===== config.mk =====
export PLATFORM = sky130hd
export DESIGN_NAME = kerygma_bus_arb
export DESIGN_NICKNAME = d
export VERILOG_FILES = /design/src/rtl/kerygma_bus_arb.sv
export SDC_FILE = /design/constraint.sdc
export NUM_CORES = 1
export LEC_CHECK = 0
export ABC_CLOCK_PERIOD_IN_PS = 8750
export CELL_PAD_IN_SITES_DETAIL_PLACEMENT = 1
export CELL_PAD_IN_SITES_GLOBAL_PLACEMENT = 1
export CORE_AREA = 3 3 122 124
export CTS_CLUSTER_SIZE = 10
export DETAILED_ROUTE_END_ITERATION = 7
export DIE_AREA = 0 0 125 127
export DONT_BUFFER_PORTS = 1
export PLACE_DENSITY = 0.41
export SLEW_MARGIN = 20
export SYNTH_ARGS = -nofsm -noshare
export SYNTH_HDL_FRONTEND = slang
export SYNTH_SLANG_ARGS = --single-unit

===== constraint.sdc =====
create_clock -name clk_i -period 8.75 [get_ports clk_i]
set_input_delay 1.75 -clock clk_i [delete_from_list [all_inputs] [get_ports clk_i]]
set_output_delay 1.75 -clock clk_i [all_outputs]
set_load 0.005 [all_outputs]

===== src/rtl/kerygma_bus_arb.sv =====
// kerygma_bus_arb
//   Two-master to one-slave arbiter for 32-bit split-transaction buses.
//   One master is granted per cycle and its request is forwarded to the slave
//   with zero latency; ack means the slave accepted it. The master ID of each
//   accepted read is queued in order, and every later slave response is routed
//   back to the master at the head of that queue.
//
// Parameters
//   OUTSTANDING_DEPTH  max accepted-but-unanswered reads (power of 2, >= 2)
//
// Ports
//   clk_i, arst_n_i                       clock, async active-low reset
//   mK_req_i/we_i/addr_bi/be_bi/wdata_bi  master K request (K = 0, 1)
//   mK_ack_o                              master K request accepted this cycle
//   mK_resp_o, mK_rdata_bo                master K read response / data
//   s_req_o/we_o/addr_bo/be_bo/wdata_bo   forwarded request to the slave
//   s_ack_i, s_resp_i, s_rdata_bi         slave accept, response, read data
//   err_o                                 sticky: response with no read outstanding
//
// Configuration
//   KERYGMA_BUS_ARB_FIXED_PRIO_EN  defined: m0 wins every tie (no round-robin)
module kerygma_bus_arb #(
   parameter int unsigned OUTSTANDING_DEPTH = 4
) (
   input  logic        clk_i,
   input  logic        arst_n_i,
   input  logic        m0_req_i,
   input  logic        m0_we_i,
   input  logic [31:0] m0_addr_bi,
   input  logic [3:0]  m0_be_bi,
   input  logic [31:0] m0_wdata_bi,
   output logic        m0_ack_o,
   output logic        m0_resp_o,
   output logic [31:0] m0_rdata_bo,
   input  logic        m1_req_i,
   input  logic        m1_we_i,
   input  logic [31:0] m1_addr_bi,
   input  logic [3:0]  m1_be_bi,
   input  logic [31:0] m1_wdata_bi,
   output logic        m1_ack_o,
   output logic        m1_resp_o,
   output logic [31:0] m1_rdata_bo,
   output logic        s_req_o,
   output logic        s_we_o,
   output logic [31:0] s_addr_bo,
   output logic [3:0]  s_be_bo,
   output logic [31:0] s_wdata_bo,
   input  logic        s_ack_i,
   input  logic        s_resp_i,
   input  logic [31:0] s_rdata_bi,
   output logic        err_o
);

   localparam int unsigned PW = $clog2(OUTSTANDING_DEPTH);

   typedef enum logic [1:0] {
      LOCK_NONE = 2'd0,
      LOCK_M0   = 2'd1,
      LOCK_M1   = 2'd2
   } lock_e;

   lock_e                        lock_q, lock_d;
   logic [OUTSTANDING_DEPTH-1:0] id_q, id_d;      // one master-ID bit per slot
   logic [PW-1:0]                wr_ptr_q, wr_ptr_d;
   logic [PW-1:0]                rd_ptr_q, rd_ptr_d;
   logic [PW:0]                  cnt_q, cnt_d;
   logic                         err_q, err_d;
`ifndef KERYGMA_BUS_ARB_FIXED_PRIO_EN
   logic                         rr_q, rr_d;
`endif

   logic full, empty, elig0, elig1;
   logic gnt_vld, gnt_id, hs, push, pop, head_id;

   assign full  = (cnt_q == (PW+1)'(OUTSTANDING_DEPTH));
   assign empty = (cnt_q == '0);

   // Full blocks reads only; the occupancy is the registered one, so a pop in
   // the same cycle does not free a slot until the next cycle.
   assign elig0 = m0_req_i & (m0_we_i | ~full);
   assign elig1 = m1_req_i & (m1_we_i | ~full);

   always_comb begin
      gnt_vld = 1'b0;
      gnt_id  = 1'b0;
      if (!arst_n_i) begin
         gnt_vld = 1'b0;
      end else if (lock_q == LOCK_M0) begin
         gnt_vld = 1'b1;
         gnt_id  = 1'b0;
      end else if (lock_q == LOCK_M1) begin
         gnt_vld = 1'b1;
         gnt_id  = 1'b1;
      end else if (elig0 && elig1) begin
         gnt_vld = 1'b1;
`ifdef KERYGMA_BUS_ARB_FIXED_PRIO_EN
         gnt_id  = 1'b0;
`else
         gnt_id  = rr_q;
`endif
      end else if (elig0) begin
         gnt_vld = 1'b1;
         gnt_id  = 1'b0;
      end else if (elig1) begin
         gnt_vld = 1'b1;
         gnt_id  = 1'b1;
      end
   end

   always_comb begin
      s_req_o    = 1'b0;
      s_we_o     = 1'b0;
      s_addr_bo  = '0;
      s_be_bo    = '0;
      s_wdata_bo = '0;
      if (gnt_vld) begin
         s_req_o = 1'b1;
         if (gnt_id) begin
            s_we_o     = m1_we_i;
            s_addr_bo  = m1_addr_bi;
            s_be_bo    = m1_be_bi;
            s_wdata_bo = m1_wdata_bi;
         end else begin
            s_we_o     = m0_we_i;
            s_addr_bo  = m0_addr_bi;
            s_be_bo    = m0_be_bi;
            s_wdata_bo = m0_wdata_bi;
         end
      end
   end

   assign hs       = gnt_vld & s_ack_i;
   assign m0_ack_o = hs & ~gnt_id;
   assign m1_ack_o = hs & gnt_id;
   assign push     = hs & ~s_we_o;
   assign pop      = arst_n_i & s_resp_i & ~empty;
   assign head_id  = id_q[rd_ptr_q];

   assign m0_resp_o   = pop & ~head_id;
   assign m1_resp_o   = pop & head_id;
   assign m0_rdata_bo = m0_resp_o ? s_rdata_bi : '0;
   assign m1_rdata_bo = m1_resp_o ? s_rdata_bi : '0;
   assign err_o       = err_q;

   always_comb begin
      lock_d   = lock_q;
      id_d     = id_q;
      wr_ptr_d = wr_ptr_q;
      rd_ptr_d = rd_ptr_q;
      cnt_d    = cnt_q;
      err_d    = err_q | (s_resp_i & empty);
`ifndef KERYGMA_BUS_ARB_FIXED_PRIO_EN
      rr_d     = hs ? ~gnt_id : rr_q;
`endif
      if (push) begin
         id_d[wr_ptr_q] = gnt_id;
         wr_ptr_d       = wr_ptr_q + 1'b1;
      end
      if (pop) begin
         rd_ptr_d = rd_ptr_q + 1'b1;
      end
      if (push && !pop) begin
         cnt_d = cnt_q + 1'b1;
      end else if (pop && !push) begin
         cnt_d = cnt_q - 1'b1;
      end
      // A granted but stalled request pins the grant until the slave takes it.
      case (lock_q)
         LOCK_NONE: if (gnt_vld && !s_ack_i) lock_d = gnt_id ? LOCK_M1 : LOCK_M0;
         LOCK_M0,
         LOCK_M1:   if (hs) lock_d = LOCK_NONE;
         default:   lock_d = LOCK_NONE;
      endcase
   end

   always_ff @(posedge clk_i or negedge arst_n_i) begin
      if (!arst_n_i) begin
         lock_q   <= LOCK_NONE;
         id_q     <= '0;
         wr_ptr_q <= '0;
         rd_ptr_q <= '0;
         cnt_q    <= '0;
         err_q    <= 1'b0;
`ifndef KERYGMA_BUS_ARB_FIXED_PRIO_EN
         rr_q     <= 1'b0;
`endif
      end else begin
         lock_q   <= lock_d;
         id_q     <= id_d;
         wr_ptr_q <= wr_ptr_d;
         rd_ptr_q <= rd_ptr_d;
         cnt_q    <= cnt_d;
         err_q    <= err_d;
`ifndef KERYGMA_BUS_ARB_FIXED_PRIO_EN
         rr_q     <= rr_d;
`endif
      end
   end

endmodule


# After elaboration in Yosys (flattened, before gate mapping)
# Cells that the tools add are included.
# totals
output_inout_bits	139
elab_cells	84
regBits	15
in_bits	176
# op_classes
order_cmp	3
n_eq_ne	5
n_addsub	4
bitwise	19
reduce_logical	13
n_mux	33
# op_table
operator	count
two-way mux 32 bit	6
two-way mux 1 bit	16
bitwise AND 1 bit	11
two-way mux 4 bit	2
< comparator 2 x 3 -> 1 bit, second input constant	2
two-way mux 2 bit	3
two-way mux 3 bit	2
logical AND 1 bit	5
inverter 1 bit	5
adder 2 x 1 -> 2 bit, second input constant	2
bitwise mux 4 bit	1
!= test 2 bit, second input constant	2
one-hot mux 2 bit (2 select lines)	1
adder 3 x 1 -> 3 bit, second input constant	1
== test 3 bit, second input constant	1
logical NOT 1 bit	3
logical NOT 3 bit	1
OR 1 bit	3
subtractor 3 x 1 -> 3 bit, second input constant	1
binary-select mux 1 bit (select 2 bit)	1
demux 1 bit (select 2 bit)	1
== test 2 x 1 -> 1 bit, second input constant	1
== test 2 bit, second input constant	1
>= comparator 2 x 1 -> 1 bit, second input constant	1
other kinds (4)	4

# Depth between registers and ports, before layout
# Gate-level depths: netlist of run 1.
# depth
ltp_word	18
mapped_depth	12
ltp_nobuf	12

# Worst setup path after synthesis of run 1
# No wires, ideal clock.
# synth_timing
path_type	input-to-output
from	input m0_we_i
to	output s_wdata_bo[16]
required_ps	7000
slack_ps	3765
path_stages	7
arrival_time_ps	3235
n_path_buf	2
path_cell_list	or4b_4 a311oi_4 and2_1 buf_4 buf_6 nand2_1 a21oi_1
# synth_between
elab_chain_cells	9
word_cells_on_any_way	15
cone_classes	mux (12); bitwise (2); reduce/logical (1)
# synth_rtl
element	line	source
from (decl)	28	input logic m0_we_i,
OR 1 bit (*)	80	assign elig0 = m0_req_i & (m0_we_i | ~full);
bitwise AND 1 bit (*)	80	
two-way mux 1 bit / logical AND 1 bit (equally long branches)	101, 94	
two-way mux 1 bit	94	end else if (elig0 && elig1) begin
two-way mux 1 bit	91	end else if (lock_q == LOCK_M1) begin
two-way mux 1 bit	88	end else if (lock_q == LOCK_M0) begin
two-way mux 1 bit	86	if (!arst_n_i) begin
two-way mux 32 bit	118	if (gnt_id) begin
two-way mux 32 bit (*)	116	if (gnt_vld) begin
to (decl)	47	output logic [31:0] s_wdata_bo,
# Mark *: on every way between the ends. The rest lies on a longest branch, timed or not.

# Final worst setup path of run 1
# layout_timing
from	input m0_we_i
to	output s_wdata_bo[9]
# Same word-level chain as after synthesis.

==> impl_results.md, run 1 <==
- Die Wd: 125 microns
- Post-DP HPWL: 8.17 mm
- Synth async-reset ratio: 100%
- Number of synthesized flops with an enable pin: 0
- Type of the tightest min-delay check: reg -> reg
- Synth Area per Inst: 6.16 sq um
- Yosys top cell by area: nand2_1
- Crit-path cells: or4b_4, a311oi_4, and2_2, buf_4, nand2_1, a21oi_1
- PD cells: between 200 and 250 nW/um^2
- Placer Congestion: 0.850
- Dpl ws: 3.13 ns
- First drt pass iteration count: 4
- Max_slew headroom: 34.0%
- Setup repair bufs after CTS: 0
- Number of synthesized register bits: 15
- Most common cell in the netlist: nand2_1
- # DRC: 0
- Fin. Hold Viols: 0
- Setup TNS Final: 0 ns
- CTS H-Tree Depth: 1
- First-pass GRT wire length: 14.4 mm
- CP endpoint: s_wdata_bo[9]
- WL final: 9.94 mm
- CTS Root Cell: clkbuf_16
- VDD IR max: 0.0879 mV
- Crit path launch: m0_we_i
- Fill cells: 1745
- Final Setup Violations: 0
- Clock-pin slew on the worst setup and hold paths: approximately 0.05 ns
- Post-synth top flop: dfrtp_1
- Seq/Total Area, Yosys: 15.6%
- Mapped cell area: 2400 sq um
- Number of buffers created by CTS: 3
- Via count of the routed design: 2603
- CTS max path bufs: 2
- Initial antenna violation count: 0
- Outcome: complete, no violations
- Reg2reg path depth: 10
- # rows: between 40 and 50
- Cell count after synthesis: roughly 400
- CTS tree: built
- Worst Path Buf+Inv: 1
- Setup crit end kind: primary output
- Critical Path Max Stage Delay: roughly 0.58 ns
- Post-CTS Hold Buffers: 0
- RSZ-0062 raised after global routing: false
- Final min period: 5.58 ns
- Vias in the first global route: 2662
- CP Max Fanout: 74
- Final Net Count: 555
- R2R Setup Slk: between 5 and 6 ns
- Die Height: 127 microns
- Worst slew pin tran: between 0.9 and 1 ns
- Post-synth top area share: a little over a fifth
- Core area: roughly 14000 sq um
- Crit start category: primary input
- Crit path max-delay cell type: buf_4
- Port bufs: 0
- RR Endpoint: cnt_q[2]
- Ys Warns: 0
- Num ports: around 320
- Setup ws final: 3.17 ns
- Leak Pwr: 1.13 nW
- Vias per cell: approximately 4.7
- MaxCap Viol Count: 0
- Top delay family on crit path: simple AND/OR/NAND/NOR gates
- Tcrit/Tclk final: 63.8%
- Fraction of layout instances using a drive strength above 1: under 10%
- Area contributors post-synth: nand2_1 21%, and2_1 17%, dfrtp_1 16%
- Layout area overhead: 7.14%
- Critical Path Stages: 6
- Post-CTS Resized: 0
- Syn nets: approximately 580
- Count of cell types in the netlist: 36
- Synth cell count leaders: 136 x nand2_1, 69 x a21oi_1, 65 x and2_1
- Antenna-violating nets left: 0
- Reg2reg start: cnt_q[0]
- GR Overflow Total: 0
- Die area: 15900 sq um
- Kind of critical path: in -> out
- Routed len/inst: approximately 18 microns
- CTS sink cnt: 15
- Setup Skew: 0.00103 ns
- Initial Util: between 15 and 20%
- Fmax achieved: 0.179 GHz
- Max Slew Vio Count: 0
- Initial DRC Count: 69
- Critical Path RT: ~7 ns
- Diode count: 0
- Worst EP arrival: 3.83 ns
- Clk Latency, worst-skew pair: 0.24 ns
- Largest net degree at the start of global routing: 75
- Global Route Usage Sum: a little over a tenth
## metrics by stage
step	area [sq um]	hold WS, ns	power [mW]	instances	utilization (%)
finish	2570	0.491	0.538	549	18.5
global route	2570	0.517	0.597	549	18.5
CTS	2570	0.505	0.554	549	18.5
detailed placement	2490	0.492	0.461	545	18.0
global placement	2490	0.478	0.454	545	18.0
floorplan	2400	0.453	0.398	390	-
## cell usage in the layout, fill, tap and decap left out, types with 2 or more instances in the layout
cell type	netlist	layout
nand2_1	136	136
o31a_1	4	4
nor2_1	7	7
nand3_1	6	6
or4_1	2	2
o22a_1	4	4
nor3_1	4	4
dfrtp_1	15	15
buf_4	1	5
inv_1	12	12
a21o_1	2	2
mux2_2	2	2
xnor2_1	4	4
o211ai_1	3	3
xor2_1	2	2
and2_1	65	64
ha_1	8	8
clkbuf_16	0	3
a21oi_1	69	69
## state kept, by name, summed over array words and instances, names as in the netlist
register and flops:
id_q 4, cnt_q 3, lock_q 2, rd_ptr_q 2, wr_ptr_q 2, err_o 1
rr_q 1
## cells by family after synthesis
group                      synth area share, %
AOI/OAI and AO/OA                         21.3
xor gates and xnor gates                  2.19
adders and majority gates                 5.00
buffers and inverters                     9.48
DFF                                       15.6
muxes                                     1.87
and+or+nand+nor                           44.5
## routing by layer
metal | global-route usage, % | wire length, microns | up-vias
met5 | 0 | 0 | -
met4 | 2.10 | 123 | 0
met3 | 2.22 | 718 | 7
met2 | 22.0 | 5610 | 129
met1 | 11.6 | 3490 | 1245
li1 | - | - | 1222
## power breakdown
group | internal, mW | leakage, nW | switching [mW]
sequential | 0.0944 | 0.183 | 0.0289
clock | 0.0616 | 0.0382 | 0.0267
combinational | 0.112 | 0.907 | 0.214
## final cells by class
cell class	count	area, sq um	share of cell area [%]
multi-input cells	333	1810	70.4
flip-flops and latches	15	375	14.6
well taps	180	225	8.75
clock buffers	4	78.8	3.06
inverters	12	45.0	1.75
repair buffers	5	37.5	1.46
## how the worst min path moves through the flow
stage,from,end,slack [ns],depth (start not counted)
finish,rd_ptr_q[1],rd_ptr_q[1],0.49,1
global route,rd_ptr_q[1],rd_ptr_q[1],0.52,1
CTS,rd_ptr_q[1],rd_ptr_q[1],0.50,1
detailed placement,err_o,err_o,0.49,1
global placement,rd_ptr_q[1],rd_ptr_q[1],0.48,1
floorplan,rd_ptr_q[1],rd_ptr_q[1],0.45,1
## worst reg2reg max path, cell delays in order (launching register included)
cell	delay [ns]
dfrtp_1	0.46
or4b_4	0.57
a311oi_4	0.35
a21bo_2	0.20
and3_1	0.24
ha_1	0.22
inv_1	0.06
fa_1	0.37
xor2_1	0.17
nor2_1	0.11
xor2_1	0.15
(Power assumes the default switching activity.)
==> inputs of run 2 (changes only) <==
Settings changed: ABC_CLOCK_PERIOD_IN_PS 8750 to 5800, CORE_AREA 3 3 122 124 to 3 3 123 125, DIE_AREA 0 0 125 127 to 0 0 126 128.
Clock period 8.75 ns to 5.8 ns, I/O delays scaled along.
==> run 2 against run 1 <==
  * Setup slack lost 1.8 ns
  * Clock skew grew 0.0051 ns
  * Highest routed layer unchanged
  * Critical path depth is the same
  * Core utilization grew 0.054 points
  * Clock power grew 55%
  * Routed wire length grew 4.3%
  * Die area grew 1.6%
  * Critical endpoint is now s_wdata_bo[28]
==> impl_results.md, run 2 (same netlist as run 1, synthesis figures left out) <==
- Commonest non-fill, non-tap cell in the layout: nand2_1 (unchanged)
- Number of buffers created by CTS: 3 (unchanged)
- CTS max path bufs: 2 (unchanged)
- Reg2reg start: cnt_q[1] (was cnt_q[0])
- Worst slew pin tran: 1.02 ns (was 0.985 ns)
- # rows: 43 (unchanged)
- Setup repair bufs after CTS: 0 (unchanged)
- Crit path max-delay cell type: and2_2 (was buf_4)
- Tot Pwr: 827 uW (was 538 uW)
- P_int: 412 uW (was 268 uW)
- RSZ-0062 raised after global routing: false (unchanged)
- Tcrit/Tclk final: 77.2%
- Layout area overhead: 8.28% (was 7.14%)
- CP Max Fanout: 37 (was 74)
- Setup TNS Final: 0 ns (unchanged)
- Post-CTS Hold Buffers: 0 (unchanged)
- Biggest regs: id_q x4, cnt_q x3 (unchanged)
- Max_slew headroom: 32.0% (was 34.0%)
- CTS Root Cell: clkbuf_16 (unchanged)
- Antenna-violating nets left: 0 (unchanged)
- Critical Path RT: 4.64 ns (was 7.00 ns)
- Fmax achieved: ~0.22 GHz
- First drt pass iteration count: 4 (unchanged)
- Sw Share: 50.1% (was 50.2%)
- Most frequent cells in the layout: 136 x nand2_1, 69 x a21oi_1, 64 x and2_1 (unchanged)
- Core area: 14000 sq um (was 13900 sq um)
- Hold Crit Start: rd_ptr_q[1] (unchanged)
- # DRC: 0 (unchanged)
- Vias in the first global route: 2698 (was 2662)
- Leak Pwr: 1.14 nW (was 1.13 nW)
- Via count of the routed design: 2572 (was 2603)
- Die Wd: 126 microns (was 125 microns)
- Final Net Count: 557 (was 555)
- Clock power share: 16.6% (was 16.4%)
- Max Slew Vio Count: 0 (unchanged)
- Setup Skew: 0.00616 ns (was 0.00103 ns)
- Fraction of layout instances using a drive strength above 1: 5.12% (was 4.61%)
- CTS tree: built (unchanged)
- VDD IR max: 0.121 mV (was 0.0879 mV)
- WL final: 10.4 mm (was 9.94 mm)
- Global Route Usage Sum: 11.2% (was 10.9%)
- MaxCap Viol Count: 0 (unchanged)
- Worst EP arrival: 3.32 ns (was 3.83 ns)
- Number of flip-flops in the largest register: 4 (unchanged)
- Crit-path cells: or4b_4, a311oi_4, and2_2, buf_4, nand2_1, a21oi_1 (unchanged)
- PD cells: 318 nW/um^2 (was 209 nW/um^2)
- Placer Congestion: 0.775 (was 0.850)
- Initial antenna violation count: 0 (unchanged)
- Post-DP HPWL: 8.55 mm (was 8.17 mm)
- Initial Util: 17.2% (was 17.3%)
- Crit start category: primary input (unchanged)
- Reg power frac: 22.0% (was 22.9%)
- Num ports: 315 (unchanged)
- Initial DRC Count: 80 (was 69)
- Clock-pin slew on the worst setup and hold paths: 0.05 ns (about the same)
- Port bufs: 0 (unchanged)
- Routed len/inst: 18.8 microns (was 18.1 microns)
- Largest register by flop count: id_q (unchanged)
- Die area: 16100 sq um (was 15900 sq um)
- Type of the tightest min-delay check: reg -> reg (unchanged)
- Largest net degree at the start of global routing: 55 (was 75)
- Clk Latency, worst-skew pair: 0.25 ns (was 0.24 ns)
- Comb pwr share: 61.4% (was 60.6%)
- First-pass GRT wire length: 14.9 mm (was 14.4 mm)
- Die Height: 128 microns (was 127 microns)
- Fin. Hold Viols: 0 (unchanged)
- CTS H-Tree Depth: 1 (unchanged)
- Vias per cell: 4.67 (was 4.74)
- Kind of critical path: in -> out (unchanged)
- Diode count: 0 (unchanged)
- Outcome: complete, no violations (unchanged)
- GR Overflow Total: 0 (unchanged)
- Setup crit end kind: primary output (unchanged)
- Post-CTS Resized: 0 (unchanged)
- NetSw: 414 uW (was 270 uW)
- Final min period: 4.48 ns
- Final Setup Violations: 0 (unchanged)
- CTS sink cnt: 15 (unchanged)
- Crit path launch: m0_we_i (unchanged)
- Critical Path Max Stage Delay: 0.67 ns (was 0.58 ns)
run 2: cell count changes in the layout (fill, tap and decap cells not counted):
cell | before | now
buf_12 | 0 | 1
buf_4 | 5 | 6
run 2: routing by layer:
metal,vias up,wire (microns),global-route usage [%]
met2,123,5600,21.9
met3,7,721,1.79
met5,-,0,0
met1,1218,3960,13.0
li1,1224,-,-
met4,0,85,1.83
run 2: critical path, delay by kind of cell:
family / cells / cell delay, ns
AND/OR/NAND/NOR: 3 / 1.25
buffers and inverters: 1 / 0.34
AO/OA/AOI/OAI: 2 / 0.56
run 2: cell type report:
| type | count | area, sq um |
|---|---|---|
| fillers | 1768 | 11400 |
| multi-input cells | 333 | 1810 |
| flip-flops and latches | 15 | 375 |
| well taps | 180 | 225 |
| clock buffers | 4 | 78.8 |
| repair buffers | 7 | 65.1 |
| inverters | 12 | 45.0 |
run 2: path summary, 6_finish.rpt:
| kind | to | slack, ns | cells after the start |
|---|---|---|---|
| max | s_wdata_bo[28] | 1.32 | 6 |
| min | rd_ptr_q[1] | 0.48 | 1 |
| max reg2reg | cnt_q[2] | 2.84 | 10 |
| min reg2reg | rd_ptr_q[1] | 0.48 | 1 |
| max in group asynchronous | lock_q[0] | 5.12 | 0 |
| min in group asynchronous | rd_ptr_q[1] | 0.60 | 0 |
run 2: power by group through the flow:
stage	combinational [mW]	sequential (mW)	clock, mW
3_5_place_dp	0.522	0.185	0
3_3_place_gp	0.507	0.184	0
4_1_cts	0.524	0.183	0.141
2_1_floorplan	0.427	0.174	0
6_report	0.508	0.181	0.137
5_1_grt	0.582	0.189	0.146
run 2: through the flow:
| step | cells | worst slack, ns | instance area [sq um] | hold WS, ns | utilization, % |
|---|---|---|---|---|---|
| 2_1_floorplan | 390 | 1.99 | 2400 | 0.453 | - |
| 3_5_place_dp | 547 | 1.25 | 2520 | 0.478 | 18.0 |
| 5_1_grt | 551 | 1.11 | 2600 | 0.503 | 18.6 |
| 4_1_cts | 551 | 1.25 | 2600 | 0.488 | 18.6 |
| 3_3_place_gp | 547 | 1.33 | 2520 | 0.478 | 18.0 |
| 6_report | 551 | 1.32 | 2600 | 0.481 | 18.6 |
==> patch, RTL diff (config.mk and constraints of run 2) <==
Set the parameter `OUTSTANDING_DEPTH` to 2 (it was 4).
--- a/src/rtl/kerygma_bus_arb.sv
+++ b/src/rtl/kerygma_bus_arb.sv
@@ -20,7 +20,7 @@
 // Configuration
 //   KERYGMA_BUS_ARB_FIXED_PRIO_EN  defined: m0 wins every tie (no round-robin)
 module kerygma_bus_arb #(
-   parameter int unsigned OUTSTANDING_DEPTH = 4
+   parameter int unsigned OUTSTANDING_DEPTH = 2
 ) (
    input  logic        clk_i,
    input  logic        arst_n_i,
Formal check against the unedited RTL: not equivalent (a bounded check fails within 4 cycles, from zero or initial values and one cycle with arst_n_i low).
==> patch against run 2 <==
  * Synthesized area decreased by 15%
  * Count of clock-buffer cells in the layout decreased by 1
  * Wire length fell by 6.5%
  * Final cell count decreased by 4.9%
  * Sequential cell count decreased by 5
  * Design area fell by 14%
  * Setup slack improved by 0.12 ns
  * Total power down 16%
  * Global-route usage fell by 0.73 points
  * Highest routed layer unchanged
==> patch: results (changes against run 2) <==
[status]
outcome = completed

[layout]
drive_gt1_frac = 0.0494  ; -0.00179
fillCellCount = 1792  ; +1.4%
n_antenna_cell = 0  ; unchanged
reg.largest.list = cnt_q: 2 flops, id_q: 2 flops, lock_q: 2 flops
layout.area.seq_um2 = 250  ; -33%
fin_nets = 526  ; -5.6%

[critical_path]
slowest_stage = and3_2
path_delay_family = simple AND/OR/NAND/NOR gates
critPathMaxFanout = 44  ; +19%
cp.arrival_ns = 3.20  ; -0.12 ns
cpPeakStageDelay_ns = 0.73  ; +0.06 ns

[timing]
clock_skew_ns = 0.000723  ; -0.00544 ns
slew_headroom = 0.372  ; +0.0520

[grt]
grt_max_degree = 45  ; -18%
grt_pass1_wl_um = 13800  ; -7.5%
grt_pass1_vias = 2536  ; -6.0%
met2_usage = 0.220  ; +0.000313
grtUsageMet3 = 0.0346  ; +0.0167
grt_usage = 0.105  ; -0.00733
met1_usage = 0.100  ; -0.0293

[place]
dp.cells = 521  ; -4.8%
gp_congestion = 0.843  ; +8.7%
pre_cts_slack_ns = 1.38  ; +0.124 ns
hpwlAfterDp_um = 8150  ; -4.6%
dpl_cell_area_mm2 = 0.00217  ; -14%

[detailed_routing]
wirelength_met1_um = 3150  ; -20%
routed_via_density = 4.67  ; +0.12%
wl_met2_um = 5320  ; -5.1%
wire_per_inst_um = 18.5  ; -1.6%
drtIter0Drc = 81  ; +1.3%
wl_um = 9700  ; -6.5%
route.met3.wl_um = 1160  ; +60%
firstDrtPassIters = 4  ; unchanged

[synthesis]
yosys-top-cells-area = nand2_1 25%, and2_1 20%, a21oi_1 17%, dfrtp_1 12%, buf_4 3.3%
syn_inst = 367  ; -5.9%
netlist_top_cells_count = 138 x nand2_1, 68 x a21oi_1, 64 x and2_1, 18 x clkbuf_1, 12 x nor2_1
synth_flop_cell = dfrtp_1
synth-seq-area-share = 0.122  ; -0.0344
syn_nets = 547  ; -4.9%

[power]
p_int_mw = 0.336  ; -19%
leakagePower_nw = 0.942  ; -18%
max-vdd-ir-drop_v = 0.000109  ; -10%
pg_clk_mw = 0.123  ; -10%
clockPowerShare = 0.177  ; +0.011
powerComb_mw = 0.442  ; -13%

[clock_network]
clock_latency_ns = 0.24

## patch: final cells by class
cell class              instances  share of cell area
repair buffers                  4              0.0134
flip-flops and latches         10               0.111
well taps                     180               0.100
inverters                       9              0.0151
clock buffers                   3              0.0334
multi-input cells             318               0.726
## patch: path summary, 6_finish.rpt
kind	startpoint	depth (start not counted)	endpoint	slack (ns)
setup / recovery	m0_we_i	6	s_addr_bo[2]	1.44
hold / removal	rd_ptr_q	1	rd_ptr_q	0.49
setup reg to reg	cnt_q[0]	9	cnt_q[1]	3.36
hold reg to reg	rd_ptr_q	1	rd_ptr_q	0.49
max in group asynchronous	arst_n_i	0	lock_q[0]	5.11
min in group asynchronous	arst_n_i	0	err_o	0.62
## patch: logic make-up (layout without fill, tap and decap cells)
family	count (synthesis)	in the layout	share of synthesized area
muxes	3	3	0.0158
adders and majority gates	4	4	0.0244
AOI/OAI and AO/OA	82	82	0.225
and+or+nand+nor	224	224	0.502
buffers and inverters	39	16	0.0896
DFF	10	10	0.122
xor gates and xnor gates	5	5	0.0213
